`src/rtl/ufm_rom_loader.sv`:
```
`default_nettype none
// ============================================================================
//  Module   : ufm_rom_loader
//  Purpose  : Boot-time copier from the UFM flash (Avalon-MM data port) into
//             the ROM-image RAM. Reads 32-bit words, unpacks each into four
//             little-endian bytes and writes them one per cycle.
//  Revision : 1.0  initial release
// ============================================================================
module ufm_rom_loader #(
   parameter int unsigned START_ADDR = 0,
   parameter int unsigned WORD_COUNT = 4096,
   parameter int unsigned RAM_AW     = 14,
   parameter bit          AUTO_START = 1'b1,
   parameter int unsigned TIMEOUT    = 1023
) (
   input  logic              clock,
   input  logic              reset,
   input  logic              start,
   output logic [12:0]       avmm_data_addr,
   output logic              avmm_data_read,
   output logic [1:0]        avmm_data_burstcount,
   output logic              avmm_data_write,
   output logic [31:0]       avmm_data_writedata,
   input  logic [31:0]       avmm_data_readdata,
   input  logic              avmm_data_waitrequest,
   input  logic              avmm_data_readdatavalid,
   output logic [RAM_AW-1:0] ram_addr,
   output logic [7:0]        ram_data,
   output logic              ram_we,
   output logic              busy,
   output logic              done,
   output logic              error
);

   localparam int          TW        = (TIMEOUT < 2) ? 1 : $clog2(TIMEOUT + 1);
   localparam logic [12:0] BASE_ADDR = 13'(START_ADDR);
   localparam logic [12:0] LAST_WORD = 13'(WORD_COUNT - 1);
   localparam logic [TW-1:0] CNT_LAST = TW'(TIMEOUT - 1);

   typedef enum logic [2:0] {
      S_IDLE   = 3'd0,
      S_REQ    = 3'd1,
      S_WAIT   = 3'd2,
      S_UNPACK = 3'd3,
      S_FIN    = 3'd4
   } state_t;

   state_t            state_q, state_nx;
   logic [12:0]       word_idx_q, word_idx_nx;
   logic [1:0]        byte_idx_q, byte_idx_nx;
   logic [TW-1:0]     wait_cnt_q, wait_cnt_nx;
   logic [31:0]       word_q, word_nx;
   logic              done_q, done_nx;
   logic              error_q, error_nx;
   logic              auto_pend_q, auto_pend_nx;
   logic [RAM_AW-1:0] ram_addr_q, ram_addr_nx;
   logic [7:0]        ram_data_q, ram_data_nx;

   logic [RAM_AW-1:0] cur_ram_addr;
   logic [7:0]        cur_byte;

   // Byte currently being unpacked and its RAM destination (4*word + byte).
   assign cur_ram_addr = RAM_AW'({word_idx_q, byte_idx_q});
   assign cur_byte     = word_q[{byte_idx_q, 3'b000} +: 8];

   // Write-only fields of the Avalon port are never used by a pure reader.
   assign avmm_data_burstcount = 2'd1;
   assign avmm_data_write      = 1'b0;
   assign avmm_data_writedata  = 32'd0;

   assign avmm_data_read = (state_q == S_REQ);
   assign avmm_data_addr = (state_q == S_REQ) ? (BASE_ADDR + word_idx_q) : 13'd0;

   // RAM port shows the live byte while unpacking and holds the last one otherwise.
   assign ram_we   = (state_q == S_UNPACK);
   assign ram_addr = ram_we ? cur_ram_addr : ram_addr_q;
   assign ram_data = ram_we ? cur_byte : ram_data_q;

   assign busy  = (state_q == S_REQ) || (state_q == S_WAIT) || (state_q == S_UNPACK);
   assign done  = done_q;
   assign error = error_q;

   // State register and datapath registers; reset abandons any copy in flight.
   always_ff @(posedge clock) begin
      if (reset) begin
         state_q     <= S_IDLE;
         word_idx_q  <= '0;
         byte_idx_q  <= '0;
         wait_cnt_q  <= '0;
         word_q      <= '0;
         done_q      <= 1'b0;
         error_q     <= 1'b0;
         auto_pend_q <= AUTO_START;
         ram_addr_q  <= '0;
         ram_data_q  <= '0;
      end else begin
         state_q     <= state_nx;
         word_idx_q  <= word_idx_nx;
         byte_idx_q  <= byte_idx_nx;
         wait_cnt_q  <= wait_cnt_nx;
         word_q      <= word_nx;
         done_q      <= done_nx;
         error_q     <= error_nx;
         auto_pend_q <= auto_pend_nx;
         ram_addr_q  <= ram_addr_nx;
         ram_data_q  <= ram_data_nx;
      end
   end

   // Next-state logic: request, wait for data (with timeout), unpack four bytes.
   always_comb begin
      state_nx     = state_q;
      word_idx_nx  = word_idx_q;
      byte_idx_nx  = byte_idx_q;
      wait_cnt_nx  = wait_cnt_q;
      word_nx      = word_q;
      done_nx      = done_q;
      error_nx     = error_q;
      auto_pend_nx = auto_pend_q;
      ram_addr_nx  = ram_addr_q;
      ram_data_nx  = ram_data_q;

      case (state_q)
         S_IDLE: begin
            // A pending auto-start behaves exactly like a start pulse.
            if (start || auto_pend_q) begin
               state_nx     = S_REQ;
               done_nx      = 1'b0;
               error_nx     = 1'b0;
               word_idx_nx  = '0;
               auto_pend_nx = 1'b0;
            end
         end
         S_REQ: begin
            if (!avmm_data_waitrequest) begin
               state_nx    = S_WAIT;
               wait_cnt_nx = '0;
            end
         end
         S_WAIT: begin
            if (avmm_data_readdatavalid) begin
               word_nx     = avmm_data_readdata;
               byte_idx_nx = 2'd0;
               state_nx    = S_UNPACK;
            end else if (wait_cnt_q == CNT_LAST) begin
               error_nx = 1'b1;
               state_nx = S_IDLE;
            end else begin
               wait_cnt_nx = wait_cnt_q + 1'b1;
            end
         end
         S_UNPACK: begin
            ram_addr_nx = cur_ram_addr;
            ram_data_nx = cur_byte;
            byte_idx_nx = byte_idx_q + 2'd1;
            if (byte_idx_q == 2'd3) begin
               if (word_idx_q == LAST_WORD) begin
                  state_nx = S_FIN;
                  done_nx  = 1'b1;
               end else begin
                  word_idx_nx = word_idx_q + 13'd1;
                  state_nx    = S_REQ;
               end
            end
         end
         S_FIN: begin
            state_nx = S_IDLE;
         end
         default: begin
            state_nx = S_IDLE;
         end
      endcase
   end

endmodule
`default_nettype wire

```
`config.mk`:
```
export PLATFORM = sky130hd
export DESIGN_NAME = ufm_rom_loader
export DESIGN_NICKNAME = d
export VERILOG_FILES = /design/src/rtl/ufm_rom_loader.sv
export SDC_FILE = /design/constraint.sdc
export NUM_CORES = 1
export LEC_CHECK = 0
export BUFFER_PORTS_ARGS = -buffer_cell sky130_fd_sc_hd__buf_2
export CORE_MARGIN = 5
export CORE_UTILIZATION = 54
export CTS_BUF_LIST = sky130_fd_sc_hd__clkbuf_2 sky130_fd_sc_hd__clkbuf_4 sky130_fd_sc_hd__clkbuf_8
export CTS_CLUSTER_SIZE = 8
export DETAILED_ROUTE_END_ITERATION = 10
export GPL_ROUTABILITY_DRIVEN = 0
export PLACE_DENSITY = 0.89
export SETUP_SLACK_MARGIN = 0.3
export SLEW_MARGIN = 5
export SYNTH_ARGS = -nofsm -noshare
export SYNTH_HDL_FRONTEND = slang
export SYNTH_SLANG_ARGS = --single-unit
```
`constraint.sdc`:
```
create_clock -name clock -period 2.05 [get_ports clock]
set_input_delay 0 -clock clock [delete_from_list [all_inputs] [get_ports clock]]
set_output_delay 0 -clock clock [all_outputs]
set_load 0.005 [all_outputs]
```
Yosys cells after proc, flatten, opt, wreduce, memory -nomap -nowiden:

Cells that the tools add are included.

* register bits: 85
* bits in latches: 0
* memory bits (writable): 0
* bits in read-only memories: 0
* input port bits: 37
* output and inout bits: 75
* logic and storage cells: 73
* memories kept: 0

* add/subtract/negate cells: 3
* multipliers: 0
* div/mod/pow operators: 0
* order comparisons: 0
* equality and inequality tests: 16
* shift-type cells: 1
* multiplexer cells: 27
* bitwise operators: 0
* reduce and logical (&&, ||, !) cells: 16

Operators with widths (count)
* $mux 13: 4
* $shiftx 32x6->8: 1
* $mux 10: 3
* $pmux 13 s2: 1
* $pmux 10 s2: 1
* $reduce_and 4->1: 5
* $mux 3: 6
* $mux 14: 1
* $add 13x1->13 const B: 1
* $eq 13x12->1 const B: 1
* $ne 2x2->1 const B: 6
* $pmux 3 s4: 1
* $add 10x1->10 const B: 1
* $eq 10x10->1 const B: 1
* $mux 8: 1
* $reduce_bool 2->1: 4
* $eq 3x2->1 const B: 2
* $ne 2x1->1 const B: 3
* $reduce_and 2->1: 3
* $mux 1: 5
* $pmux 1 s2: 2
* $pmux 2 s2: 1
* $eq 3x1->1 const B: 1
* $logic_not 3->1: 1
* other kinds (5): 7

Depth between registers and ports, before layout:

* word-level depth: 4
* gate-level depth with buffers: 8
* depth with buffers taken out: 7

Worst setup path after synthesis:

Ideal clock, no wire load.

* path kind: register -> register
* start: register word_idx_q[0]
* end: register word_idx_q[7]
* arrival: 1.680 ns
* required time: 1.975 ns
* setup slack: 0.295 ns
* cell stages (with the launch flop): 7
* buffers on the path: 0
* clock period less this slack: 1.755 ns
* cell sequence: dfxtp_1 -> ha_1 -> nand3_1 -> nor2_1 -> a211o_1 -> or4_1 -> a22oi_2

* cells in the longest elaborated chain, start to end: 4
* elaborated cells between the ends (all ways): 7
* those cells by class: 1 x add/sub; 2 x eq/ne; 3 x mux; 1 x reduce/logical

RTL lines
* start: declaration: line 49 `logic [12:0] word_idx_q, word_idx_nx;`
* start signal: assignment: line 98 `word_idx_q <= word_idx_nx;`
* $add 13x1->13: line 161 `word_idx_nx = word_idx_q + 13'd1;`
* $mux 13: line 157 `if (word_idx_q == LAST_WORD) begin`
* $mux 13: line 156 `if (byte_idx_q == 2'd3) begin`
* $pmux 13 s2: line 123 `case (state_q)`

Several ways; a longest one is shown, not always the timed one. The select of a mux whose other input is x is not followed.
A chain may end at the register's enable or synchronous reset.

Worst setup path after layout:

* start: register wait_cnt_q[0]
* end: register state_q[0]

* cells in the longest elaborated chain, start to end: 3

RTL lines
* start: declaration: line 51 `logic [TW-1:0] wait_cnt_q, wait_cnt_nx;`
* start signal: assignment: line 100 `wait_cnt_q <= wait_cnt_nx;`
* $eq 10x10->1: line 145 `end else if (wait_cnt_q == CNT_LAST) begin`
* $ne 3x2->1 (no line)
* $reduce_and 4->1 (no line)
* end signal: assignment: line 97 `state_q <= state_nx;`
* end: declaration: line 48 `state_t state_q, state_nx;`

No other way between the ends.

==> summary.txt <==
Critical path
  – Element type at the critical path start: register
  – Stage delay of the slowest cell on the critical path: 0.37 ns
  – Required time at the endpoint of the critical path: 2.25 ns
  – Cell depth of the worst flop-to-flop path: 7
  – CP Launch Point: wait_cnt_q[0]
  – Worst-case register-to-register setup slack: 0.19 ns
  – Capture point of the worst reg-to-reg path: state_q[0]
  – Crit path cell chain: inv_2, ha_4, nand4_1, o31a_1, a211o_1, a211oi_2, nor3_1
  – Highest net fanout along the worst path: 5
  – Worst Setup End Kind: register
  – Beginning of the worst register-to-register path: wait_cnt_q[0]
  – Crit path max-delay cell type: sky130_fd_sc_hd__a211o_1
  – Crit path DAT: 2.05 ns
  – Crit Path Class: reg2reg

Floorplan
  – Height of the die: 97.0 µm
  – Die Outline Area: 9400 µm²
  – Core ar.: 7290 µm²
  – # rows: 31
  – Number of top-level design ports: 112
  – Effective utilization at floorplan: 56.0%
  – Horiz. Die Dim: 97.0 µm

Finish
  – Area used by sequential logic in the layout: 1730 µm²
  – Commonest cells after routing, fill and taps aside: sky130_fd_sc_hd__nand2_1, sky130_fd_sc_hd__buf_2, sky130_fd_sc_hd__a21oi_1, sky130_fd_sc_hd__dfxtp_1, sky130_fd_sc_hd__conb_1
  – Fin area: 5510 µm²
  – Total Nets Final: 684
  – Ratio of cells with drive above 1 in the final layout: 31.3%
  – Area Overhead vs Synth: 35.1%
  – Most common cell after layout, fill and taps aside: sky130_fd_sc_hd__nand2_1
  – Filler instances: 493
  – Area used by multi-input combinational logic: 2290 µm²
  – Number of antenna repair diodes: 0

Synth
  – Post-synthesis sequential element count: 85
  – Adder-cell area share of the yosys netlist: 1.23%
  – Mean area per synthesized cell: 7.84 µm²
  – Largest family of logic cells by synthesized area: simple AND/OR/NAND/NOR gates
  – Share of the synthesized netlist area taken by xor and xnor gates: 1.50%
  – Post-synthesis compound-gate area fraction: 14.3%
  – Proportion of register bits with asynchronous set or reset after synthesis: 0%
  – Synthesized cell area: 4080 µm²
  – Part of the Yosys area used for sequential elements: 41.7%
  – Cells after synthesis: 521
  – Dominant register cell in the synthesized netlist: sky130_fd_sc_hd__dfxtp_1
  – Number of synthesis warnings: 0
  – Number of unique standard cell types used by synthesis: 46
  – Simple logic cell fraction of the synthesized area: 26.1%
  – Multiplexer share of the synthesized area: 4.66%
  – Number of synthesized flops with an enable pin: 0

Hold path
  – Type of the tightest min-delay check: in2reg
  – Worst hold path startpoint: avmm_data_readdatavalid
  – Cells on Worst Hold Path: 4
  – Worst-case hold path end point: error

Run status
  – Result of the run: finished clean

Timing
  – Setup repair after global routing missed its margin: true
  – Final count of pins violating max slew: 0
  – Transition time of the tightest slew-check pin: 0.954 ns
  – Number of failing setup endpoints in the final timing report: 0
  – Share of the cycle needed by the critical path after routing: 90.5%
  – Slew HR: 36.4%
  – Final worst path period need: 1.86 ns
  – Worst setup skew after layout: 0.0150 ns
  – Fmax: 0.539 GHz
  – Final hold viol count: 0
  – Total negative slack: 0 ns

CTS
  – TritonCTS sink count: 85
  – Total clock buffers created by CTS: 9
  – Buffer cell driving the clock tree root: sky130_fd_sc_hd__clkbuf_8
  – H-tree levels: 3
  – Insertion delay to the later sink of the worst-skew pair: 0.36 ns
  – TritonCTS clock tree: done
  – Reg clk slew, reported paths: 0.10 ns
  – Longest Clk Path Bufs: 2

Power
  – Cell leakage power: 2.35 nW
  – Clk network pwr share: 28.5%
  – VDD IR-drop max: 495 µV
  – Share of power burned in combinational logic: 33.2%
  – Cell Int Power: 3.18 mW
  – Power per unit of standard cell area: 882 nW/µm²
  – Sequential share of power: 38.3%
  – Net Sw Frac: 34.5%
  – Reported net switching power: 1.68 mW

Routing
  – Via density per instance: 5.48
  – Routed wire length: 12.2 mm
  – Via count: 4097
  – Post-route DRC violation count: 0
  – Detailed-router iteration count before antenna repair: 5
  – Routed Antenna Nets: 0
  – Initial DRC Count: 352
  – Routed wire length per instance: 16.3 µm

GRT
  – Vias in the first global route: 3756
  – Wire length of the first global-routing pass: 17.8 mm
  – Largest net degree at the start of global routing: 54
  – Overall overflow remaining after global route: 0
  – GRT Util Overall: 22.3%
  – Number of antenna violations at the first check in global routing: 0

Placement
  – Port bufs: 76
  – DP Wirelength: 6.59 mm
  – Post-placement cell area: 4430 µm²

Run
  – Max-cap violations: 0
==> cells by family after synthesis <==
family                   count (synthesis)
buffers and inverters                   74
flip-flops                              85
XOR/XNOR                                 7
other                                    2
multiplexers                             9
AND/OR/NAND/NOR                        236
AO/OA/AOI/OAI                          104
adder cells (fa/ha/maj)                  4
==> state kept, by name, summed over array words and instances, names as in the netlist <==
| register | count |
|---|---|
| auto_pend_q | 1 |
| byte_idx_q | 2 |
| done | 1 |
| error | 1 |
| ram_addr_q | 14 |
| ram_data_q | 8 |
| state_q | 3 |
| wait_cnt_q | 10 |
| word_idx_q | 13 |
| word_q | 32 |
==> per-layer routing <==
metal  GRT usage (%)  part of all wire, %
met2            38.7                   52
met3            5.54                  8.1
met5               0                    0
met1            27.7                   37
met4            5.40                  2.8
==> cells in the mapped netlist, types with 2 or more instances <==
master	number	area [µm²]
sky130_fd_sc_hd__dfxtp_1	85	1700
sky130_fd_sc_hd__mux4_2	8	180
sky130_fd_sc_hd__or2_2	5	31.3
sky130_fd_sc_hd__o21ai_0	13	65.1
sky130_fd_sc_hd__a21oi_1	72	360
sky130_fd_sc_hd__or4_1	8	60.1
sky130_fd_sc_hd__buf_4	35	263
sky130_fd_sc_hd__nand3_1	10	50.1
sky130_fd_sc_hd__buf_2	5	25.0
sky130_fd_sc_hd__o21bai_1	2	15.0
sky130_fd_sc_hd__nand3b_1	4	30.0
sky130_fd_sc_hd__nand2_1	142	533
sky130_fd_sc_hd__nor2_1	26	97.6
sky130_fd_sc_hd__nor2b_1	2	12.5
sky130_fd_sc_hd__a211o_1	2	17.5
sky130_fd_sc_hd__inv_1	5	18.8
sky130_fd_sc_hd__a21o_1	2	15.0
sky130_fd_sc_hd__and2_1	13	81.3
sky130_fd_sc_hd__o2111ai_1	2	17.5
sky130_fd_sc_hd__ha_1	4	50.1
sky130_fd_sc_hd__nor3_1	5	25.0
sky130_fd_sc_hd__conb_1	2	7.51
sky130_fd_sc_hd__o31a_1	2	17.5
sky130_fd_sc_hd__nand2b_1	7	43.8
sky130_fd_sc_hd__xor2_1	7	61.3
sky130_fd_sc_hd__a211oi_1	2	15.0
sky130_fd_sc_hd__clkbuf_1	25	93.8
sky130_fd_sc_hd__or3_1	2	12.5
sky130_fd_sc_hd__buf_1	2	7.51
sky130_fd_sc_hd__nand4_1	6	37.5
==> repair_timing <==
action | 4_1_cts | 5_1_grt
gates cloned | 0 | 6
hold buffers | 32 | 0
endpoints found under the hold margin | 32 | 0
pin swaps | 4 | 14
gates resized for setup | 15 | 75
endpoints found under the setup margin | 45 | 48
setup buffers | 5 | 13
==> per-stage QoR <==
stage               setup WS (ns)  cells  hold WS (ns)  util [%]  power [mW]
finish                      0.195    747        0.0164      75.6        4.86
global placement            0.212    675         0.242      60.8        2.92
detailed placement          0.124    675         0.250      60.8        2.96
CTS                         0.252    728       0.00779      69.5        4.42
floorplan                   0.333    554         0.136         -        2.69
global route               0.0936    747        0.0370      75.6        5.08
==> how the worst max path moves through the flow <==
stage	end	slack, ns	cells past startpoint
after floorplan	word_idx_q[7]	0.33	6
after global placement	word_idx_q[2]	0.21	6
after detailed placement	word_idx_q[2]	0.12	6
after CTS	ram_data[5]	0.25	5
after global routing	state_q[0]	0.09	7
final	state_q[0]	0.19	7
==> critical path: cells and delay by family, from the launching register on <==
| kind | cells | cell delay [ns] |
|---|---|---|
| AOI/OAI and AO/OA | 3 | 0.93 |
| DFF | 1 | 0.34 |
| and+or+nand+nor | 2 | 0.23 |
| adders and majority gates | 1 | 0.12 |
| buffers and inverters | 1 | 0.08 |
==> power by group through the flow <==
stage / Combinational, mW / Clock [mW] / Sequential, mW
5_1_grt: 1.74 / 1.47 / 1.88
6_report: 1.61 / 1.39 / 1.86
3_5_place_dp: 1.08 / 0 / 1.88
2_1_floorplan: 0.854 / 0 / 1.84
4_1_cts: 1.19 / 1.38 / 1.84
3_3_place_gp: 1.05 / 0 / 1.87
==> cell type report <==
cell class                      instances  area share [%]
Clock buffer                            9            2.25
Timing Repair Buffer                  146            20.4
Clock inverter                          7            1.91
Inverter                                6           0.454
Tap cell                               99            2.25
Sequential cell                        85            31.3
Multi-Input combinational cell        395            41.5
Note: power is estimated with default switching activity, not from simulation.
